### src/rtl/automata_pkg.sv
// Shared constants and types for the cellular-automaton row datapath.
package automata_pkg;

    localparam int unsigned WORD_W    = 20;
    localparam int unsigned ROW_WORDS = 32;
    localparam int unsigned ADDR_W    = 10;

    typedef enum logic [2:0] {
        IDLE  = 3'd0,
        CLR   = 3'd1,
        FETCH = 3'd2,
        PAD   = 3'd3,
        FIN   = 3'd4
    } feeder_state_t;

endpackage

### src/rtl/feeder_skid.sv
// One-entry holding register for a RAM word that arrived while the sink was stalled.
module feeder_skid #(
    parameter int unsigned DATA_W = automata_pkg::WORD_W
) (
    input  logic              clk,
    input  logic              clear_n,
    input  logic              load,
    input  logic [DATA_W-1:0] load_data,
    input  logic              unload,
    output logic              valid,
    output logic [DATA_W-1:0] data
);

    // Load wins over unload so a drain and refill in one cycle keeps the entry valid.
    always_ff @(posedge clk or negedge clear_n) begin
        if (!clear_n) begin
            valid <= 1'b0;
            data  <= '0;
        end else if (load) begin
            valid <= 1'b1;
            data  <= load_data;
        end else if (unload) begin
            valid <= 1'b0;
        end
    end

endmodule

### src/rtl/row_word_feeder.sv
// Streams one automaton row from cell RAM into the 41-bit shift buffer,
// with zero padding at both row edges and sink back-pressure.
module row_word_feeder
    import automata_pkg::*;
#(
    parameter int unsigned WORD_W    = automata_pkg::WORD_W,
    parameter int unsigned ROW_WORDS = automata_pkg::ROW_WORDS,
    parameter int unsigned ADDR_W    = automata_pkg::ADDR_W
) (
    input  logic              clk,
    input  logic              clear_n,
    input  logic              start,
    input  logic [ADDR_W-1:0] row_base,
    input  logic              sink_ready,
    output logic              mem_rd,
    output logic [ADDR_W-1:0] mem_addr,
    input  logic [WORD_W-1:0] mem_rdata,
    output logic              sb_clear,
    output logic              sb_shift,
    output logic [WORD_W-1:0] sb_din,
    output logic              win_valid,
    output logic [ADDR_W-1:0] win_idx,
    output logic              busy,
    output logic              done
);

    localparam int unsigned CNT_W = ADDR_W + 1;
    localparam logic [CNT_W-1:0] ROW_LAST = CNT_W'(ROW_WORDS - 1);
    localparam logic [CNT_W-1:0] ROW_END  = CNT_W'(ROW_WORDS);

    feeder_state_t     state_q;
    feeder_state_t     state_nxt;
    logic [ADDR_W-1:0] base_q;
    logic [CNT_W-1:0]  rd_cnt_q;
    logic [CNT_W-1:0]  sh_cnt_q;
    logic              rd_pend_q;
    logic              busy_q;
    logic              done_q;
    logic              sb_clear_q;
    logic              win_valid_q;
    logic [ADDR_W-1:0] win_idx_q;

    logic              skid_v;
    logic [WORD_W-1:0] skid_d;
    logic              skid_load;
    logic              skid_unload;
    logic              skid_occ_nxt;
    logic              data_shift;
    logic              pad_shift;
    logic              shift_c;
    logic [WORD_W-1:0] din_c;
    logic              issue_c;

    feeder_skid #(
        .DATA_W (WORD_W)
    ) u_skid (
        .clk       (clk),
        .clear_n   (clear_n),
        .load      (skid_load),
        .load_data (mem_rdata),
        .unload    (skid_unload),
        .valid     (skid_v),
        .data      (skid_d)
    );

    // Next state, shift/skid steering and read issue.
    always_comb begin
        state_nxt    = state_q;
        data_shift   = 1'b0;
        pad_shift    = 1'b0;
        din_c        = '0;
        skid_load    = 1'b0;
        skid_unload  = 1'b0;
        skid_occ_nxt = 1'b0;
        issue_c      = 1'b0;
        case (state_q)
            IDLE: begin
                if (start) begin
                    state_nxt = CLR;
                end
            end
            CLR: begin
                state_nxt = FETCH;
            end
            FETCH: begin
                if (sink_ready && skid_v) begin
                    data_shift  = 1'b1;
                    din_c       = skid_d;
                    skid_unload = 1'b1;
                    skid_load   = rd_pend_q;
                end else if (sink_ready && rd_pend_q) begin
                    data_shift = 1'b1;
                    din_c      = mem_rdata;
                end else if (rd_pend_q) begin
                    skid_load = 1'b1;
                end
                // A new read may only be issued if its data is guaranteed a free skid slot.
                skid_occ_nxt = skid_load || (skid_v && !skid_unload);
                issue_c      = (rd_cnt_q < ROW_END) && !skid_occ_nxt;
                if (data_shift && (sh_cnt_q == ROW_LAST)) begin
                    state_nxt = PAD;
                end
            end
            PAD: begin
                // First PAD cycle(s) push the right-edge zero word; the next one lets its window show.
                if (sh_cnt_q == ROW_END) begin
                    pad_shift = sink_ready;
                end else begin
                    state_nxt = FIN;
                end
            end
            FIN: begin
                state_nxt = IDLE;
            end
            default: begin
                state_nxt = IDLE;
            end
        endcase
    end

    assign shift_c = data_shift || pad_shift;

    always_ff @(posedge clk or negedge clear_n) begin
        if (!clear_n) begin
            state_q     <= IDLE;
            base_q      <= '0;
            rd_cnt_q    <= '0;
            sh_cnt_q    <= '0;
            rd_pend_q   <= 1'b0;
            busy_q      <= 1'b0;
            done_q      <= 1'b0;
            sb_clear_q  <= 1'b0;
            win_valid_q <= 1'b0;
            win_idx_q   <= '0;
        end else begin
            state_q     <= state_nxt;
            busy_q      <= (state_nxt == CLR) || (state_nxt == FETCH) || (state_nxt == PAD);
            done_q      <= (state_nxt == FIN);
            sb_clear_q  <= (state_nxt == CLR);
            rd_pend_q   <= issue_c;
            win_valid_q <= shift_c && (sh_cnt_q != '0);
            if (shift_c && (sh_cnt_q != '0)) begin
                win_idx_q <= ADDR_W'(sh_cnt_q - CNT_W'(1));
            end
            if ((state_q == IDLE) && start) begin
                base_q <= row_base;
            end
            if (state_q == CLR) begin
                rd_cnt_q <= '0;
                sh_cnt_q <= '0;
            end else begin
                if (issue_c) begin
                    rd_cnt_q <= rd_cnt_q + CNT_W'(1);
                end
                if (shift_c) begin
                    sh_cnt_q <= sh_cnt_q + CNT_W'(1);
                end
            end
        end
    end

    assign mem_rd    = issue_c;
    assign mem_addr  = issue_c ? (base_q + rd_cnt_q[ADDR_W-1:0]) : '0;
    assign sb_shift  = shift_c;
    assign sb_din    = din_c;
    assign sb_clear  = sb_clear_q;
    assign win_valid = win_valid_q;
    assign win_idx   = win_idx_q;
    assign busy      = busy_q;
    assign done      = done_q;

endmodule
### config.mk
export PLATFORM = sky130hd
export DESIGN_NAME = row_word_feeder
export DESIGN_NICKNAME = d
export VERILOG_FILES = /design/src/rtl/automata_pkg.sv /design/src/rtl/feeder_skid.sv /design/src/rtl/row_word_feeder.sv
export SDC_FILE = /design/constraint.sdc
export NUM_CORES = 1
export LEC_CHECK = 0
export ABC_AREA = 1
export BUFFER_PORTS_ARGS = -buffer_cell sky130_fd_sc_hd__buf_2
export CAP_MARGIN = 20
export CORE_ASPECT_RATIO = 0.75
export CORE_UTILIZATION = 56
export DETAILED_ROUTE_END_ITERATION = 10
export HOLD_SLACK_MARGIN = 0.03
export PLACE_DENSITY = 0.78
export SLEW_MARGIN = 20
export SYNTH_ARGS = -nofsm -noshare
export SYNTH_HDL_FRONTEND = slang
export SYNTH_SLANG_ARGS = --single-unit
### constraint.sdc
create_clock -name clk -period 2.5 [get_ports clk]
set_input_delay 0.25 -clock clk [delete_from_list [all_inputs] [get_ports clk]]
set_output_delay 0.25 -clock clk [all_outputs]
set_load 0.005 [all_outputs]
======== Yosys cells after proc, flatten, opt, wreduce, memory -nomap -nowiden ========
Index checks and enable logic that the tools add are counted.
W data, S select, Z words.
cells by class
  reduce and logical (&&, ||, !) cells .... 18
  muxes and demuxes ....................... 29
  order comparisons ....................... 1
  equal/unequal tests ..................... 9
  $add $sub $neg .......................... 4
operators with widths
  operator                 number
  $mux W20                 3
  $mux W11                 4
  $add A11 B1 Y11 const B  2
  $mux W1                  17
  $eq A3 B2 Y1 const B     4
  $pmux W3 S4              1
  $eq A11 B5 Y1 const B    1
  $eq A11 B6 Y1 const B    1
  $lt A11 B6 Y1 const B    1
  $reduce_bool A11 Y1      1
  $add A10 B10 Y10         1
  $mux W10                 1
  $sub A10 B1 Y10 const B  1
  $mux W3                  3
  $logic_and A1 B1 Y1      7
  $eq A3 B1 Y1 const B     2
  $reduce_bool A2 Y1       3
  $logic_or A1 B1 Y1       4
  $eq A3 B3 Y1 const B     1
  $logic_not A3 Y1         1
  $logic_not A1 Y1         2
storage, ports and cells
  logic and storage cells ................. 73
  input port bits ......................... 34
  register bits after elaboration ......... 71

======== Depth between registers and ports, before layout ========
Gate-level depths: netlist of run 1.
  depth after elaboration ................. 11
  mapped depth ............................ 10
  depth with buffers taken out ............ 10

======== Modules after synthesis ========
Synthesis of run 1 repeated with hierarchy kept, for this count alone.
unflattened totals
  cells, all modules ...................... 574
  area total of the unflattened synthesis .. 4,431.8 sq um
modules (own cells, without submodules)
  module           instances  cells each  area an instance (sq um)
  row_word_feeder  1          485         3,423.3
  feeder_skid      1          89          1,008.5

======== Worst setup path after synthesis of run 1 ========
OpenSTA, ideal clock, no wires.
  path kind ............................... register -> output
  start ................................... reg rd_cnt_q[0]
  end ..................................... out mem_addr[6]
  slack ................................... 632 ps
  cell stages (with the launch flop) ...... 8
  required time ........................... 2,250 ps
  arrival ................................. 1,618 ps
  path through ............................ dfrtp_1 > ha_1 > fa_1 > nand3_1 > nand2_1 > a21o_1 > and2_1 > nor2_1
on the way
  word-level cells in the longest chain between the ends .. 4
  elaborated cells on any way between the ends .. 5
  those cells by class .................... 1 x add/sub; 1 x order compare; 2 x mux; 1 x reduce/logical
RTL lines
  what                    RTL line                text
  start, declared         row_word_feeder.sv:34   logic [CNT_W-1:0] rd_cnt_q;
  start signal, assigned  row_word_feeder.sv:153  rd_cnt_q <= rd_cnt_q + CNT_W'(1);
  $lt A11 B6 Y1           row_word_feeder.sv:99   issue_c = (rd_cnt_q < ROW_END) && !skid_occ_nxt;
  $logic_and A1 B1 Y1     row_word_feeder.sv:99
  $mux W1                 row_word_feeder.sv:76   case (state_q)
  $mux W10 *              row_word_feeder.sv:163  assign mem_addr = issue_c ? (base_q + rd_cnt_q[ADDR_W-1:0]) : '0;
  end, declared           row_word_feeder.sv:16   output logic [ADDR_W-1:0] mem_addr,
Mark *: on every way between the ends. The rest lies on a longest branch, timed or not.

======== Worst setup path in the final report of run 1 ========
Same ends and word-level chain as after synthesis.

==> run summary, run 1 <==
Status: finished clean
Routed wire length per instance: 13.1 um
N_diodes: 0
# setup viols final: 0
Met2 WL post-DR: 4020 um
Area grow syn2layout: 15.3%
Starting Density: 59.2%
Final Cycle Share: 95.5%
CTS Buffer Depth: 2
Hold Vio Cnt, Final: 0
Peak supply drop: 434 uV
PortBufs: 79
Slowest CP cell: dfrtp_2
Placer Congestion: 0.870
Class of the worst hold path: in2reg
Critical path capture point type: output pin
Max_cap viols: 0
Share of layout cells above drive strength 1: 19.8%
Placed Area: 4570 um^2
Fillers: 590
Worst skew pair latency: 0.35 ns
Post-Synthesis Net Count: 575
WP data arrival: 2.14 ns
Via-to-Cell Ratio: 5.26
GRT Util Overall: 25.7%
Die height: 76.3 um
Relative slew slack: 56.6%
Synthesis Warnings: 0
Post-route ant nets: 0
Router iterations before antenna repair: 7
Post-DP HPWL: 6700 um
Maximum clock rate: 419 MHz
Clk sinks: 71
Seq/Total Area, Yosys: 43.1%
1st-iter DRT viols: 253
Storage cell area: 1780 um^2
CP Max Fanout: 6
Final WS setup: 0.112 ns
Unique masters post-synth: 34
Delay of the slowest cell on the worst path: 0.45 ns
DR vias: 3,705
CTS tree: built
Dpl ws: 0.434 ns
Via count of the first global-routing pass: 3,403
# DRC: 0
WP data required: 2.25 ns
Kind of critical path: reg2out
Max-slew violations: 0
Clock transition at path regs: 0.08 ns
Synth Area per Inst: 7.83 um^2
Num rows: 26
Seq cells post-synth: 71
Die X: 101 um
Htree depth: 3
Final Critical Period: 2.39 ns
Tot Pwr: 4.96 mW
Core footprint: 6960 um^2
Total gr overflow: 0
Die Area: 7720 um^2
Top Layer Used: met4
Worst Hold Margin: 0.0865 ns
CP Cell Sequence: ha_2, fa_1, nand3_1, nand2_1, a21o_1, and2_1, nor2_1, buf_2
Gate Count Post-Synth: 527
Largest net degree at the start of global routing: 42
Setup_tns: 0 ns
Antenna violations before repair: 0
Final instance area: 4760 um^2
Met3 WL: 638 um
Routed WL: 9190 um
CTS Buf Count: 9
Buf/Inv on CP: 1
Mapped cell area: 4120 um^2
Pwr dens: 1040 nW/um^2
Worst slew pin tran: 0.647 ns
Clock Skews: 0.00956 ns
CP startpoint kind: register
Clock root cell: clkbuf_8
First-pass GRT wire length: 15,500 um
Lkg Pwr: 2.66 nW
WL met1: 4430 um
Multi-input logic area: 1990 um^2
Final #Nets: 650
Delay-heaviest family, CP: adder cells
Top Ports: 80
[flip-flops by register name (all words and copies together) (netlist names)]
register / count
win_valid: 1
sh_cnt_q: 11
rd_cnt_q: 11
base_q: 10
u_skid.data: 20
win_idx: 10
busy: 1
u_skid.valid: 1
rd_pend_q: 1
state_q: 3
sb_clear: 1
done: 1
[final timing paths]
| path | to | slack [ns] | startpoint | cells past startpoint |
|---|---|---|---|---|
| setup / recovery | mem_addr[6] | 0.11 | rd_cnt_q[0]$_DFFE_PN0P_ | 8 |
| hold / removal | base_q[4]$_DFFE_PN0P_ | 0.09 | row_base[4] | 3 |
| max in group asynchronous | win_idx[2]$_DFFE_PN0P_ | 1.46 | clear_n | 3 |
| setup reg to reg | win_idx[2]$_DFFE_PN0P_ | 0.51 | sh_cnt_q[0]$_DFFE_PN0P_ | 9 |
| hold reg to reg | win_idx[5]$_DFFE_PN0P_ | 0.47 | win_idx[5]$_DFFE_PN0P_ | 2 |
| min in group asynchronous | base_q[3]$_DFFE_PN0P_ | 0.35 | clear_n | 2 |
[stage by stage]
step                      utilization, %  instances
final                               68.3        704
after global routing                68.3        704
after CTS                           68.3        704
after detailed placement            65.7        688
after global placement              65.7        688
after floorplan                        -        527
[tightest hold or removal path, stage by stage]
cell	delay, ns
buf_2	0.07
nand2_1	0.04
nand2_1	0.04
[placed cells by master (no fill, tap or decap), types with 4 or more instances in the layout]
cell type and n:
nand2_1 144, buf_2 79, dfrtp_1 70, inv_1 59, nor2_1 50, nand3_1 40
o21ai_0 25, a32o_1 20, nand4_1 17, ha_1 12, a21oi_1 10, xor2_1 10
clkbuf_8 10, nand3b_1 7, buf_4 7, o21ai_1 5, nand2_2 4, nor2_2 4
[layout make-up]
class / instances / area share (%)
multi-input combinational: 370 / 41.8
sequential: 71 / 37.4
timing repair buffer: 87 / 9.63
inverter: 63 / 4.97
clock buffer: 10 / 2.89
tap: 98 / 2.58
clock inverter: 5 / 0.710
[synthesized netlist by cell type (all sizes together)]
| master | n | share of area, % |
|---|---|---|
| nand2 | 149 | 14 |
| dfrtp | 71 | 43 |
| inv | 62 | 5.6 |
| nor2 | 57 | 6.0 |
| nand3 | 41 | 5.1 |
| o21ai | 30 | 3.6 |
| a32o | 20 | 4.9 |
| nand4 | 18 | 3.1 |
| buf | 13 | 2.1 |
| ha | 13 | 3.9 |
| a21oi | 10 | 1.2 |
| clkbuf | 10 | 0.91 |
| xor2 | 10 | 2.1 |
| nand3b | 7 | 1.3 |
| o21a | 3 | 0.55 |
| xnor2 | 3 | 0.64 |
| a21o | 2 | 0.36 |
| nor3 | 2 | 0.24 |
| a21boi | 1 | 0.18 |
| and2 | 1 | 0.15 |
| clkinv | 1 | 0.091 |
| fa | 1 | 0.49 |
| nor3b | 1 | 0.18 |
| o21bai | 1 | 0.18 |
[power by group]
part           internal [mW]  leakage [nW]  total [mW]  switching (mW)
Sequential              1.58         0.910        1.90           0.322
Combinational          0.861          1.66        2.24            1.38
Clock                  0.381        0.0845       0.819           0.438
[cells by family after synthesis]
family                   count (synthesis)  share of synthesized area (%)
AND/OR/NAND/NOR                        276                           30.0
flip-flops                              71                           43.1
buffers and inverters                   86                           8.74
AO/OA/AOI/OAI                           67                           11.0
XOR/XNOR                                13                           2.76
adder cells (fa/ha/maj)                 14                           4.43
[metal layers]
metal	vias to the layer above	GRT usage, %
li1	1866	-
met1	1713	35.4
met2	116	38.3
met3	10	9.27
met4	0	6.96
met5	-	0
[what timing repair did]
action,4_1_cts,5_1_grt
buffers inserted,0,0
endpoints found under the hold margin,14,0
hold buffers,1,0
endpoints found under the setup margin,0,1
resized for setup,0,3
(Power assumes the default switching activity.)
==> run 2, diff against run 1 <==
Clock period 2.5 ns to 2.4 ns, I/O delays scaled along.
==> run 2 against run 1 <==
Effect of this change:
- total power is 6.6% higher
- first-iteration DRC count is 26% lower
- critical path depth is the same
- hold slack lost 0.013 ns
- sequential cell count is the same
- critical path type unchanged
- critical endpoint unchanged
- largest cell class unchanged
==> run summary, run 2 (synthesis results as in run 1) <==
Status: finished clean
# setup viols final: 0
Sw Ratio: 42.4%
1st-iter DRT viols: 188
Lkg Pwr: 2.67 nW
Final instance area: 4800 um^2
Max-slew violations: 0
Via-to-Cell Ratio: 5.26
Dpl ws: 0.347 ns
CTS Buffer Depth: 2
Clk sinks: 71
Die height: 76.3 um
Most common cell after layout, fill and taps aside: nand2_1
CTS Buf Count: 9
Slowest CP cell: dfrtp_1
Critical path capture point type: output pin
N_diodes: 0
Final Critical Period: 2.26 ns
Share of layout cells above drive strength 1: 19.6%
Routed wire length per instance: 13.0 um
WP data required: 2.16 ns
Fillers: 596
Kind of critical path: reg2out
R2r endpoint: win_idx[6]$_DFFE_PN0P_
Core footprint: 6960 um^2
Worst Hold Margin: 0.0734 ns
Num rows: 26
Class of the worst hold path: in2reg
Top Ports: 80
Die Area: 7720 um^2
Placed Area: 4580 um^2
Internal Pwr Total: 3.04 mW
Most Used Layer, Global Route: met1
Die X: 101 um
R2r setup slk: 0.45 ns
# DRC: 0
Delay of the slowest cell on the worst path: 0.39 ns
Final Cycle Share: 94.2%
Clock power share: 17.8%
Max_cap viols: 0
GRT Util Overall: 25.4%
Clock transition at path regs: 0.08 ns
Top reg by flops: u_skid.data
Relative slew slack: 54.9%
RSZ-0062 raised after global routing: false
Final #Nets: 650
Area grow syn2layout: 16.3%
DR vias: 3,709
First-pass GRT wire length: 15,500 um
Routed WL: 9140 um
Worst setup path start: base_q[0]$_DFFE_PN0P_
Starting Density: 59.2%
Max reg flops: 20
Multi-input logic area: 2000 um^2
Largest net degree at the start of global routing: 58
R2R Path Start: sh_cnt_q[0]$_DFFE_PN0P_
CP Cell Sequence: ha_2, fa_2, nand3_1, nand2_1, a21o_1, and2_1, nor2_1, buf_2
Antenna violations before repair: 0
Clock root cell: clkbuf_8
Post-DP HPWL: 6590 um
Setup_tns: 0 ns
Sequential power share: 37.2%
Peak supply drop: 558 uV
Met2 Resource Use GR: 36.5%
PortBufs: 79
Tot Pwr: 5.28 mW
WP data arrival: 2.02 ns
Storage cell area: 1780 um^2
Largest regs: u_skid.data: 20 flops, rd_cnt_q: 11 flops, sh_cnt_q: 11 flops
Maximum clock rate: 442 MHz
CP endpoint: mem_addr[6]
CP startpoint kind: register
Placer Congestion: 0.875
Clock Skews: 0.0110 ns
Combinational share of power: 45.0%
Htree depth: 3
Via count of the first global-routing pass: 3,272
Pwr dens: 1100 nW/um^2
Hold Vio Cnt, Final: 0
Met1 Track Usage GR: 37.0%
Most frequent cells in the layout: 144 x nand2_1, 79 x buf_2, 71 x dfrtp_1, 59 x inv_1, 50 x nor2_1
Final WS setup: 0.140 ns
M3 GR Usage: 6.33%
Reg2Reg Depth: 8
Total gr overflow: 0
Sw Pwr: 2.24 mW
Post-route ant nets: 0
Router iterations before antenna repair: 5
Worst slew pin tran: 0.671 ns
Worst skew pair latency: 0.36 ns
CP Max Fanout: 4
CTS tree: built
-- run 2: changes by cell type in the layout (fill, tap and decap cells not counted), sizes merged --
| cell | previous run | this run |
|---|---|---|
| clkbuf | 10 | 11 |
| inv | 63 | 62 |
| bufinv | 0 | 1 |
-- run 2: per-stage QoR --
| stage | utilization (%) | std cells |
|---|---|---|
| 6_report | 68.9 | 705 |
| 3_3_place_gp | 65.7 | 687 |
| 4_1_cts | 68.7 | 705 |
| 3_5_place_dp | 65.7 | 687 |
| 5_1_grt | 68.9 | 705 |
| 2_1_floorplan | - | 527 |
-- run 2: power by group through the flow --
stage | Clock, mW | Combinational, mW | Sequential [mW]
2_1_floorplan | 0 | 1.73 | 1.90
3_3_place_gp | 0 | 2.27 | 1.96
3_5_place_dp | 0 | 2.34 | 1.98
4_1_cts | 0.967 | 2.37 | 1.96
5_1_grt | 1.01 | 2.72 | 2.02
6_report | 0.940 | 2.38 | 1.96
-- run 2: area by class of cell --
cell class | count | share of cell area (%)
Sequential cell | 71 | 37.0
Timing Repair Buffer | 87 | 9.81
Multi-Input combinational cell | 370 | 41.7
Tap cell | 98 | 2.56
Clock buffer | 11 | 2.74
Clock inverter | 5 | 1.23
Inverter | 63 | 4.93
-- run 2: what timing repair did --
action | in CTS | in global routing
setup buffers | 1 | 0
hold buffers | 1 | 0
endpoints found under the setup margin | 1 | 2
endpoints found under the hold margin | 14 | 0
gates resized for setup | 1 | 3
-- run 2: critical path, delay by kind of cell (launching register included) --
kind                     cells  cell delay (ns)
adder cells (fa/ha/maj)      2             0.58
AO/OA/AOI/OAI                1             0.18
AND/OR/NAND/NOR              4             0.41
flip-flops                   1             0.39
buffers and inverters        1             0.11
-- run 2: routing by layer --
layer | vias up | wire, um | part of all wire [%]
li1 | 1867 | - | -
met1 | 1705 | 4470 | 49
met2 | 123 | 3920 | 43
met3 | 14 | 612 | 6.7
met4 | 0 | 131 | 1.4
met5 | - | 0 | 0
-- run 2: worst min path at each step --
stage | startpoint | to | slack (ns) | cells past startpoint
after global placement | clear_n | base_q[3]$_DFFE_PN0P_ | 0.17 | 1
after CTS | row_base[6] | base_q[6]$_DFFE_PN0P_ | 0.06 | 3
after global routing | row_base[1] | base_q[1]$_DFFE_PN0P_ | 0.07 | 3
after detailed placement | clear_n | base_q[3]$_DFFE_PN0P_ | 0.17 | 1
after floorplan | clear_n | base_q[0]$_DFFE_PN0P_ | -0.06 | 0
final | row_base[6] | base_q[6]$_DFFE_PN0P_ | 0.07 | 3
==> run 3, diff against run 2 <==
Settings changed: ABC_AREA 1 to 0, CORE_UTILIZATION 56 to 55, PLACE_DENSITY 0.78 to 0.77.
==> run 3 against run 2 <==
Effect of this change:
- sequential power about the same
- register-to-register slack got worse by 0.08 ns
- non-clock buffer count rose by 16
- critical path type unchanged
- largest cell class unchanged
- highest routed layer unchanged
==> run summary, run 3 <==
Clock root cell: clkbuf_8
Fillers: 492
Max_cap viols: 0
Dominant synthesized flop cell: dfrtp_1
Gate Count Post-Synth: 354
Worst setup path start: base_q[0]$_DFFE_PN0P_
Die X: 97.3 um
DR vias: 3,063
CP Max Fanout: 3
Via count of the first global-routing pass: 2,970
Post-DP HPWL: 5840 um
Area contributors post-synth: dfrtp_1 47%, mux2_2 9.3%, a22o_1 4.7%
Routed wire length per instance: 15.7 um
Peak supply drop: 652 uV
Htree depth: 3
Final WS setup: 0.0716 ns
Post-route ant nets: 0
Kind of critical path: reg2out
Starting Density: 58.1%
Most common cell after layout, fill and taps aside: buf_2
Largest net degree at the start of global routing: 32
Top reg by flops: u_skid.data
Total gr overflow: 0
Placer Congestion: 0.796
Clock Skews: 0.00650 ns
CTS tree: built
Num rows: 25
WP data required: 2.16 ns
N_diodes: 0
Top post-synthesis cells by count: 71 x dfrtp_1, 31 x mux2_2, 30 x nor2_1
Status: finished clean
Most frequent cells in the layout: 79 x buf_2, 68 x dfrtp_1, 31 x mux2_2, 30 x nor2_1, 22 x buf_4
Leading area contributor after synthesis: dfrtp_1
CP startpoint kind: register
Worst skew pair latency: 0.34 ns
Maximum clock rate: 429 MHz
Origin of the worst min-delay path: row_base[4]
Router iterations before antenna repair: 4
Ys async rst share: 100%
Sw Ratio: 35.4%
WP data arrival: 2.09 ns
CTS Buf Count: 9
Tot Pwr: 5.24 mW
EDFF count, synth: 0
Internal Pwr Total: 3.38 mW
GRT Util Overall: 24.4%
Combinational share of power: 44.8%
Die height: 73.5 um
Seq/Total Area, Yosys: 47.4%
Relative slew slack: 63.0%
Final #Nets: 496
Mapped cell area: 3750 um^2
Share of the synthesized area in the top cell type: 47.4%
1st-iter DRT viols: 136
Max reg flops: 20
PortBufs: 79
R2R Path Start: state_q[0]$_DFF_PN0_
Max-slew violations: 0
Class of the worst hold path: in2reg
Final Cycle Share: 97.0%
Die Area: 7150 um^2
Synth Area per Inst: 10.6 um^2
Top Ports: 80
Antenna violations before repair: 0
CTS Buffer Depth: 2
Worst slew pin tran: 0.555 ns
Routed WL: 8390 um
Clock transition at path regs: 0.07 ns
Seq cells post-synth: 71
Clk sinks: 71
Critical path capture point type: output pin
RSZ-0062 raised after global routing: true
Lkg Pwr: 2.24 nW
Storage cell area: 1780 um^2
Synthesis Warnings: 0
Largest regs: u_skid.data: 20 flops, rd_cnt_q: 11 flops, sh_cnt_q: 11 flops
Clock power share: 18.1%
Sequential power share: 37.2%
Area grow syn2layout: 24.3%
Pwr dens: 1120 nW/um^2
Via-to-Cell Ratio: 5.75
Share of layout cells above drive strength 1: 38.9%
First-pass GRT wire length: 13,700 um
Final Critical Period: 2.33 ns
Sw Pwr: 1.85 mW
Unique masters post-synth: 50
Hold Vio Cnt, Final: 0
Core footprint: 6440 um^2
# setup viols final: 0
Most frequent cell after synthesis: dfrtp_1
Multi-input logic area: 1970 um^2
# DRC: 0
Post-Synthesis Net Count: 402
Dpl ws: 0.155 ns
Setup_tns: 0 ns
run 3: cell types whose count changed after synthesis, sizes merged, moves of 20 or more:
cell	previous run	this run
inv	62	8
mux2	0	31
nand2	149	17
a32o	20	0
nor2	57	30
nand3	41	10
a22o	0	20
o21ai	30	9
run 3: cell families after synthesis:
logic type	count (synthesis)	share of synthesized area, %
AND/OR/NAND/NOR	116	16.7
AO/OA/AOI/OAI	72	13.2
flip-flops	71	47.4
multiplexers	32	9.59
buffers and inverters	28	3.34
XOR/XNOR	21	4.91
adder cells (fa/ha/maj)	14	4.88
run 3: timing repair:
| item | 4_1_cts | 5_1_grt |
|---|---|---|
| hold buffers | 1 | 0 |
| pin swaps | 3 | 5 |
| endpoints found under the setup margin | 7 | 28 |
| buffers inserted | 2 | 8 |
| resized for setup | 9 | 19 |
| endpoints found under the hold margin | 21 | 0 |
run 3: path summary, 6_finish.rpt:
kind,to,slack (ns),cells past startpoint
max in group asynchronous,rd_cnt_q[1]$_DFFE_PN0P_,1.18,3
max reg2reg,win_idx[1]$_DFFE_PN0P_,0.37,6
min,base_q[4]$_DFFE_PN0P_,0.13,2
min reg2reg,u_skid.data[6]$_DFFE_PN0P_,0.51,1
min in group asynchronous,sb_clear$_DFF_PN0_,0.41,2
max,mem_addr[4],0.07,8
run 3: critical path, cell delays in order (launching register included):
cell	delay [ns]
dfrtp_1	0.39
ha_2	0.20
fa_2	0.34
a21o_1	0.18
a21oi_2	0.20
buf_4	0.14
xor2_1	0.14
nor2_1	0.05
buf_2	0.12
run 3: final cells by class:
cell class,count,share of cell area (%)
Clock inverter,4,0.967
Tap cell,81,2.18
Inverter,8,0.645
Multi-Input combinational cell,255,42.2
Sequential cell,71,38.2
Timing Repair Buffer,103,12.5
Clock buffer,11,3.25
run 3: power by group through the flow:
| stage | clock network, mW | logic [mW] | registers, mW |
|---|---|---|---|
| 3_5_place_dp | 0 | 2.07 | 1.95 |
| 3_3_place_gp | 0 | 2.01 | 1.92 |
| 5_1_grt | 1.02 | 2.59 | 2.01 |
| 2_1_floorplan | 0 | 1.47 | 1.88 |
| 4_1_cts | 0.972 | 2.15 | 1.93 |
| 6_report | 0.946 | 2.34 | 1.95 |
run 3: layer usage:
metal	up-vias	GRT usage [%]	part of all wire [%]
met5	-	0	0
met4	0	6.05	0.55
met3	5	8.66	6.5
met2	93	40.1	48
met1	1493	31.4	45
li1	1472	-	-
run 3: per-stage QoR:
| step | util (%) | hold slack, ns | instances | instance area [um^2] |
|---|---|---|---|---|
| after global routing | 72.3 | 0.105 | 533 | 4660 |
| final | 72.3 | 0.133 | 533 | 4660 |
| after CTS | 70.0 | 0.115 | 525 | 4510 |
| after detailed placement | 66.1 | 0.260 | 507 | 4260 |
| after global placement | 66.1 | 0.254 | 507 | 4260 |
| after floorplan | - | -0.0556 | 354 | 3750 |
